File: config.mk
export PLATFORM = sky130hd
export DESIGN_NAME = rxpy_wordpack_flat
export DESIGN_NICKNAME = d
export VERILOG_FILES = /design/src/rtl/rxpy_wordpack_if.sv /design/src/rtl/rxpy_wordpack.sv /design/src/flat_wrapper.sv
export SDC_FILE = /design/constraint.sdc
export NUM_CORES = 1
export LEC_CHECK = 0
export CAP_MARGIN = 10
export CORE_UTILIZATION = 35
export DETAILED_ROUTE_END_ITERATION = 12
export SYNTH_ARGS = -nofsm -noshare
export SYNTH_HDL_FRONTEND = slang
export SYNTH_SLANG_ARGS = --single-unit
File: constraint.sdc
create_clock -name clk_6M -period 4.9 [get_ports clk_6M]
set_clock_uncertainty 0.2 [all_clocks]
set_input_delay 0.98 -clock clk_6M [delete_from_list [all_inputs] [get_ports clk_6M]]
set_output_delay 0.98 -clock clk_6M [all_outputs]
set_load 0.005 [all_outputs]
File: src/rtl/rxpy_wordpack_if.sv
// rxpy_wordpack_if
//   Bundles the payload-bit input stream, the rx payload buffer write port
//   and the packer status signals of rxpy_wordpack.
//   master : the packer (consumes the bit stream, drives buffer write/status)
//   slave  : the surrounding link controller / buffer side
//
//   header_st_p      start-of-packet pulse, clears packing state
//   dec_py_period    payload decode window
//   dec_pybit        decoded payload bit
//   dec_pybit_valid  one-cycle strobe per payload bit
//   rxlnctrl_addr    buffer word address (8 bits)
//   rxlnctrl_din     buffer write data (32 bits)
//   rxlnctrl_we      buffer write strobe
//   rxpy_bitcount    payload bits accepted since last header (0..8192)
//   rxpy_done_p      payload fully committed pulse
//   rxpy_ovf         sticky overflow flag
`timescale 1ns/1ps
interface rxpy_wordpack_if;
  logic        header_st_p;
  logic        dec_py_period;
  logic        dec_pybit;
  logic        dec_pybit_valid;
  logic [7:0]  rxlnctrl_addr;
  logic [31:0] rxlnctrl_din;
  logic        rxlnctrl_we;
  logic [13:0] rxpy_bitcount;
  logic        rxpy_done_p;
  logic        rxpy_ovf;

  modport master (
    input  header_st_p, dec_py_period, dec_pybit, dec_pybit_valid,
    output rxlnctrl_addr, rxlnctrl_din, rxlnctrl_we,
    output rxpy_bitcount, rxpy_done_p, rxpy_ovf
  );

  modport slave (
    output header_st_p, dec_py_period, dec_pybit, dec_pybit_valid,
    input  rxlnctrl_addr, rxlnctrl_din, rxlnctrl_we,
    input  rxpy_bitcount, rxpy_done_p, rxpy_ovf
  );
endinterface

File: src/rtl/rxpy_wordpack.sv
// rxpy_wordpack
//   Receive payload packer. Collects decoded payload bits LSB-first into
//   32-bit words and writes each completed word, plus a trailing partial
//   word at end of payload, into the rx payload buffer (256 x 32 bits).
//   Payload bit n lands in word n[12:5], bit n[4:0].
//
//   clk_6M  system clock
//   rstz    asynchronous active-low reset
//   bus     rxpy_wordpack_if.master: bit stream in, buffer write port and
//           status (bitcount, done pulse, sticky overflow) out
`timescale 1ns/1ps
module rxpy_wordpack (
  input  logic             clk_6M,
  input  logic             rstz,
  rxpy_wordpack_if.master  bus
);

  typedef enum logic [1:0] {IDLE, COLLECT, FLUSH} state_t;

  state_t      state;
  state_t      state_nxt;

  logic        period_p1;
  logic [31:0] wordreg;
  logic [31:0] word_nxt;
  logic [13:0] bitcount;
  logic        full;
  logic        ovf;
  logic [7:0]  wr_addr;
  logic [31:0] wr_din;
  logic        wr_en;
  logic        done_p;

  logic        fall;
  logic        take;
  logic        accept;
  logic        drop_ovf;
  logic        word_done;
  logic        flush_go;

  assign fall = !bus.dec_py_period && period_p1;

  // State register
  always_ff @(posedge clk_6M or negedge rstz) begin
    if (!rstz) begin
      state <= IDLE;
    end else begin
      state <= state_nxt;
    end
  end

  // Next state and per-cycle control decisions
  always_comb begin
    state_nxt = state;
    take      = 1'b0;
    accept    = 1'b0;
    drop_ovf  = 1'b0;
    word_done = 1'b0;
    flush_go  = 1'b0;
    word_nxt  = wordreg;
    word_nxt[bitcount[4:0]] = bus.dec_pybit;

    case (state)
      IDLE:    if (bus.dec_py_period) state_nxt = COLLECT;
      COLLECT: if (fall) state_nxt = FLUSH;
      FLUSH:   state_nxt = IDLE;
      default: state_nxt = IDLE;
    endcase

    // IDLE also accepts so the first bit of a window is not lost while the
    // FSM is still entering COLLECT; bits during FLUSH are dropped.
    take = bus.dec_py_period && bus.dec_pybit_valid &&
           (state == COLLECT || state == IDLE);
    if (take) begin
      if (full) drop_ovf = 1'b1;
      else      accept   = 1'b1;
    end
    word_done = accept && (bitcount[4:0] == 5'd31);
    // Flush outputs are registered here so they appear in the FLUSH cycle.
    flush_go  = (state == COLLECT) && fall;

    if (bus.header_st_p) begin
      state_nxt = IDLE;
      accept    = 1'b0;
      drop_ovf  = 1'b0;
      word_done = 1'b0;
      flush_go  = 1'b0;
    end
  end

  // Packing datapath and registered write port
  always_ff @(posedge clk_6M or negedge rstz) begin
    if (!rstz) begin
      period_p1 <= 1'b0;
      wordreg   <= '0;
      bitcount  <= '0;
      full      <= 1'b0;
      ovf       <= 1'b0;
      wr_addr   <= '0;
      wr_din    <= '0;
      wr_en     <= 1'b0;
      done_p    <= 1'b0;
    end else begin
      period_p1 <= bus.dec_py_period;
      wr_en     <= 1'b0;
      done_p    <= 1'b0;
      if (bus.header_st_p) begin
        wordreg  <= '0;
        bitcount <= '0;
        full     <= 1'b0;
        ovf      <= 1'b0;
      end else begin
        if (accept) begin
          bitcount <= bitcount + 14'd1;
          if (word_done) begin
            wordreg <= '0;
            wr_en   <= 1'b1;
            wr_addr <= bitcount[12:5];
            wr_din  <= word_nxt;
            if (bitcount[12:5] == 8'd255) full <= 1'b1;
          end else begin
            wordreg <= word_nxt;
          end
        end
        if (drop_ovf) ovf <= 1'b1;
        // No bit is accepted while the window is low, so the flush write can
        // never coincide with a full-word write.
        if (flush_go) begin
          done_p <= 1'b1;
          if (bitcount[4:0] != 5'd0) begin
            wr_en   <= 1'b1;
            wr_addr <= bitcount[12:5];
            wr_din  <= wordreg;
          end
        end
      end
    end
  end

  assign bus.rxlnctrl_addr = wr_addr;
  assign bus.rxlnctrl_din  = wr_din;
  assign bus.rxlnctrl_we   = wr_en;
  assign bus.rxpy_bitcount = bitcount;
  assign bus.rxpy_done_p   = done_p;
  assign bus.rxpy_ovf      = ovf;

endmodule

File: src/flat_wrapper.sv
// flat-port wrapper written by rule: the top's interface ports become plain ports
module rxpy_wordpack_flat 
  (clk_6M, rstz, bus_header_st_p, bus_dec_py_period, bus_dec_pybit, bus_dec_pybit_valid, bus_rxlnctrl_addr, bus_rxlnctrl_din, bus_rxlnctrl_we, bus_rxpy_bitcount, bus_rxpy_done_p, bus_rxpy_ovf);
  rxpy_wordpack_if bus_i ();
  input  logic clk_6M;
  input  logic rstz;
  input wire logic [$bits(bus_i.header_st_p)-1:0] bus_header_st_p;
  input wire logic [$bits(bus_i.dec_py_period)-1:0] bus_dec_py_period;
  input wire logic [$bits(bus_i.dec_pybit)-1:0] bus_dec_pybit;
  input wire logic [$bits(bus_i.dec_pybit_valid)-1:0] bus_dec_pybit_valid;
  output wire logic [$bits(bus_i.rxlnctrl_addr)-1:0] bus_rxlnctrl_addr;
  output wire logic [$bits(bus_i.rxlnctrl_din)-1:0] bus_rxlnctrl_din;
  output wire logic [$bits(bus_i.rxlnctrl_we)-1:0] bus_rxlnctrl_we;
  output wire logic [$bits(bus_i.rxpy_bitcount)-1:0] bus_rxpy_bitcount;
  output wire logic [$bits(bus_i.rxpy_done_p)-1:0] bus_rxpy_done_p;
  output wire logic [$bits(bus_i.rxpy_ovf)-1:0] bus_rxpy_ovf;
  assign bus_i.header_st_p = bus_header_st_p;
  assign bus_i.dec_py_period = bus_dec_py_period;
  assign bus_i.dec_pybit = bus_dec_pybit;
  assign bus_i.dec_pybit_valid = bus_dec_pybit_valid;
  assign bus_rxlnctrl_addr = bus_i.rxlnctrl_addr;
  assign bus_rxlnctrl_din = bus_i.rxlnctrl_din;
  assign bus_rxlnctrl_we = bus_i.rxlnctrl_we;
  assign bus_rxpy_bitcount = bus_i.rxpy_bitcount;
  assign bus_rxpy_done_p = bus_i.rxpy_done_p;
  assign bus_rxpy_ovf = bus_i.rxpy_ovf;
  rxpy_wordpack u_core (.clk_6M(clk_6M), .rstz(rstz), .bus(bus_i));
endmodule
==> impl.org <==
** Timing
- Adding up every negative setup slack in the final design gives 0 ns.
- Setup repair after global routing missed its margin :: no
- Final Critical Period :: about 3.2 ns
- The number of failing hold endpoints at the final stage came to 0.
- The number of pins exceeding their max-slew limit in the final report came to 0.
- Of the available clock period, the critical path in the final layout requires 0.659.
- Maximum operating frequency :: ~310 MHz
- For the pin with the worst max-slew slack, the measured transition is about 1.1 ns.
- PnR worst setup slack :: roughly 1.7 ns
- Headroom to the max-slew limit :: 0.254
- Setup violations remaining at the end of the flow were counted as 0.

** Placed design
- Counting tap cells, the placed design contains a total of about 620 instances.
- Area post-placement :: roughly 5300 um2
- Timing analysis after detailed placement gives a worst setup slack of about 1.4 ns.
- Number of port buffers :: 62
- Last weighted congestion value of the routability-driven placer :: approximately 0.73
- Detailed placement ended at an HPWL of ~6300 um.

** Detailed routing
- The pre-antenna-repair detailed-routing pass consisted of 5 iterations.
- Summed over all layers, the routed wires come to 10900 um.
- Total DRC errors in the routed layout :: 0
- The detail route stage leaves a number of antenna-violating nets equal to 0.
- Via density per instance :: about 5.4
- In the final routed layout, each cell accounts on average for 17.1 um.
- Initial detailed-routing violation count :: 308
- Total number of vias :: roughly 3400

** Die
- For this design the top-level I/O count stands at 63.
- Initial core utilization :: 0.358
- Placement row count :: 41
- The floorplan step defined a die boundary enclosing around 13000 um2.
- Height of the die :: approximately 120 um
- Chip Width :: 115 um
- The floorplan step defined a core boundary enclosing 12600 um2.

** Worst setup path
- Launching element type of the critical path :: input pin
- For the worst setup path, the data arrival time is between 3 and 4 ns.
- The largest individual stage delay along the critical path comes from the cell or3_1.
- The largest single stage delay on the critical path is ~0.90 ns.
- Of all nets on the critical path, the largest fanout is 33.
- Traced cell by cell, the critical path runs through clkdlybuf4s50_1, nand4bb_1, or3_1, o22ai_1, o2bb2ai_1.
- Worst path depth :: 5
- Data required, critical path :: 4.96 ns
- The worst setup path is of the in2reg kind.
- STA classifies the critical path endpoint as a flop.
- Counting both buffers and inverters, the worst setup path holds a total of 1.
- Worst Reg2Reg Path Length in Cells :: 8
- On the critical path the largest part of the delay comes from simple AND/OR/NAND/NOR gates.

** Power
- Combinational share of power :: 0.138
- Total Power :: about 1.9 mW
- Power spread over the standard cell area amounts to around 340 nW/um2.
- Part of the power in registers :: 0.460
- Of the total power, the clock network draws 0.402.
- In this run the static leakage power is 2.29 nW.
- Power dissipated by switching net loads :: ~450 uW
- Peak supply drop :: 180 uV
- Of the total power, the share spent switching nets is 0.236.
- Internal power comes to between 1 and 1.5 mW.

** Synthesis
- The most common cell in the synthesized netlist is dfrtp_1.
- For this run, the register share of the synthesized area comes to 0.518.
- Ranking of synthesized cells by instance count :: 93 x dfrtp_1, 73 x nand2_1, 34 x o21ai_0, 31 x mux2i_1, 31 x o221a_2
- Yosys attributes the largest share of cell area to dfrtp_1 52%, o221a_2 7.8%, mux2i_1 6.9%.
- Distinct cells, synth :: 39
- Share of flip-flops with an asynchronous set or reset :: 1.00
- Total of flip-flops plus latches after synthesis :: between 90 and 100
- Number of enable flip-flop cells after synthesis :: 0
- Syn. warnings :: 0
- Dominant cell type by area after synthesis :: dfrtp_1
- Most used flip-flop cell after synthesis :: dfrtp_1
- Post-synth design cell area :: 4500 um2
- Net count after synthesis :: about 420
- Synthesis produced slightly above 400 cells.
- Post-Syn Area per Cell :: approximately 11 um2
- Of the post-synthesis cell area, the dominant cell type holds 0.518.

** Clock network
- Number of buffers created by CTS :: 9
- Clock input transition at the sequential cells of the worst setup and hold paths :: approximately 0.07 ns
- Number of buffers added for setup after CTS :: 0
- Post-CTS resize count :: 0
- Clock sink total :: 93
- CTS placed an instance of clkbuf_16 at the clock tree root.
- CTS tree :: yes
- The longest clock path from root to sink contains 2 buffers.
- Maximum level of the CTS H-tree :: 3
- Hold buffer count at CTS :: 0
- Latest clock arrival within the worst-skew pair :: 0.35 ns

** Global routing
- The number of antenna violations at the first check in global routing came to 0.
- For this run the aggregate overflow at the end of global routing stands at 0.
- Entering global routing, the biggest net connects 62 pins.
- The first global-routing pass estimated 18200 um of wire.
- Total global routing track utilization :: 0.177
- Number of global-route vias before repair :: 3340

** Finish
- Area of all placed cells without fillers :: 5580 um2
- The number of antenna diodes in the final layout is 0.
- Total Nets Final :: 471
- After filler insertion, the fill cell instance count of the layout stands at 1162.
- Area delta synth->final :: 24.0%
- The finished layout holds 637 standard cells, fillers aside.
- Fraction of layout instances using a drive strength above 1 :: 0.155

** Job
- Number of max-cap violations :: 0

** Min path
- Hold/Removal Path Class :: reg2reg
- Worst Hold Path Cells :: 1

** Run status
- The run finished with clean final reports.
==> worst paths after layout <==
kind                                              from                         end  slack, ns
max                                  bus_dec_py_period           u_core.wordreg[0]       1.67
min                                  u_core.wordreg[0]           u_core.wordreg[0]       0.30
max reg2reg                u_core.bus.rxpy_bitcount[0]  u_core.bus.rxlnctrl_din[2]       1.69
min reg2reg                          u_core.wordreg[0]           u_core.wordreg[0]       0.30
max in group asynchronous                         rstz          u_core.wordreg[19]       3.04
min in group asynchronous                         rstz  u_core.bus.rxlnctrl_din[6]       0.52
==> state kept, by name, indices dropped and copies added, names as in the netlist, 2 cells and up <==
signal,flops
u_core.bus.rxlnctrl_din,32
u_core.wordreg,32
u_core.bus.rxpy_bitcount,14
u_core.state,2
u_core.bus.rxlnctrl_addr,8
==> logic make-up (layout without fill, tap and decap cells) <==
family	count (synthesis)	count (layout)	synth area share
adders and majority gates	5	5	0.0139
xor gates and xnor gates	8	8	0.0156
DFF	93	93	0.518
and+or+nand+nor	147	147	0.183
AOI/OAI and AO/OA	78	78	0.134
muxes	39	39	0.0949
buffers and inverters	43	95	0.0412
==> routing by layer <==
metal  track usage  part of all wire  vias up
li1              -                 -     1603
met1         0.256              0.48     1713
met2         0.266              0.46       84
met3        0.0306             0.043       10
met4        0.0641             0.013        0
met5             0                 0        -
==> power groups by stage <==
| stage | registers (mW) | logic (mW) | clock network, mW |
|---|---|---|---|
| final | 0.872 | 0.262 | 0.763 |
| after global routing | 0.880 | 0.286 | 0.815 |
| after CTS | 0.874 | 0.267 | 0.778 |
| after detailed placement | 0.887 | 0.265 | 0 |
| after global placement | 0.888 | 0.263 | 0 |
| after floorplan | 0.883 | 0.0924 | 0 |
==> stage by stage <==
step           utilization  hold WS (ns)
6_report             0.444         0.301
3_3_place_gp         0.418         0.284
2_1_floorplan            -         0.256
4_1_cts              0.444         0.299
3_5_place_dp         0.418         0.281
5_1_grt              0.444         0.314
==> layout by cell type (no fill, tap or decap), drive strengths merged, types with 6 or more instances in the layout <==
master          n
dfrtp          93
nand2          74
clkdlybuf4s50  61
o21ai          34
mux2i          31
o221a          31
nor4bb         13
nand4b         12
buf            12
nor2           10
clkbuf          9
mux2            8
a21oi           7
inv             7
nand3           7
nor4b           6
nand4           6
==> layout make-up <==
cell class / instances / area [um2] / share of cell area
Sequential cell: 93 / 2330 / 0.417
Multi-Input combinational cell: 277 / 1990 / 0.356
Timing Repair Buffer: 73 / 701 / 0.126
Clock buffer: 9 / 225 / 0.0404
Tap cell: 172 / 215 / 0.0386
Clock inverter: 7 / 97.6 / 0.0175
Inverter: 6 / 22.5 / 0.00404
No activity file was read; power rests on OpenSTA's default activity.
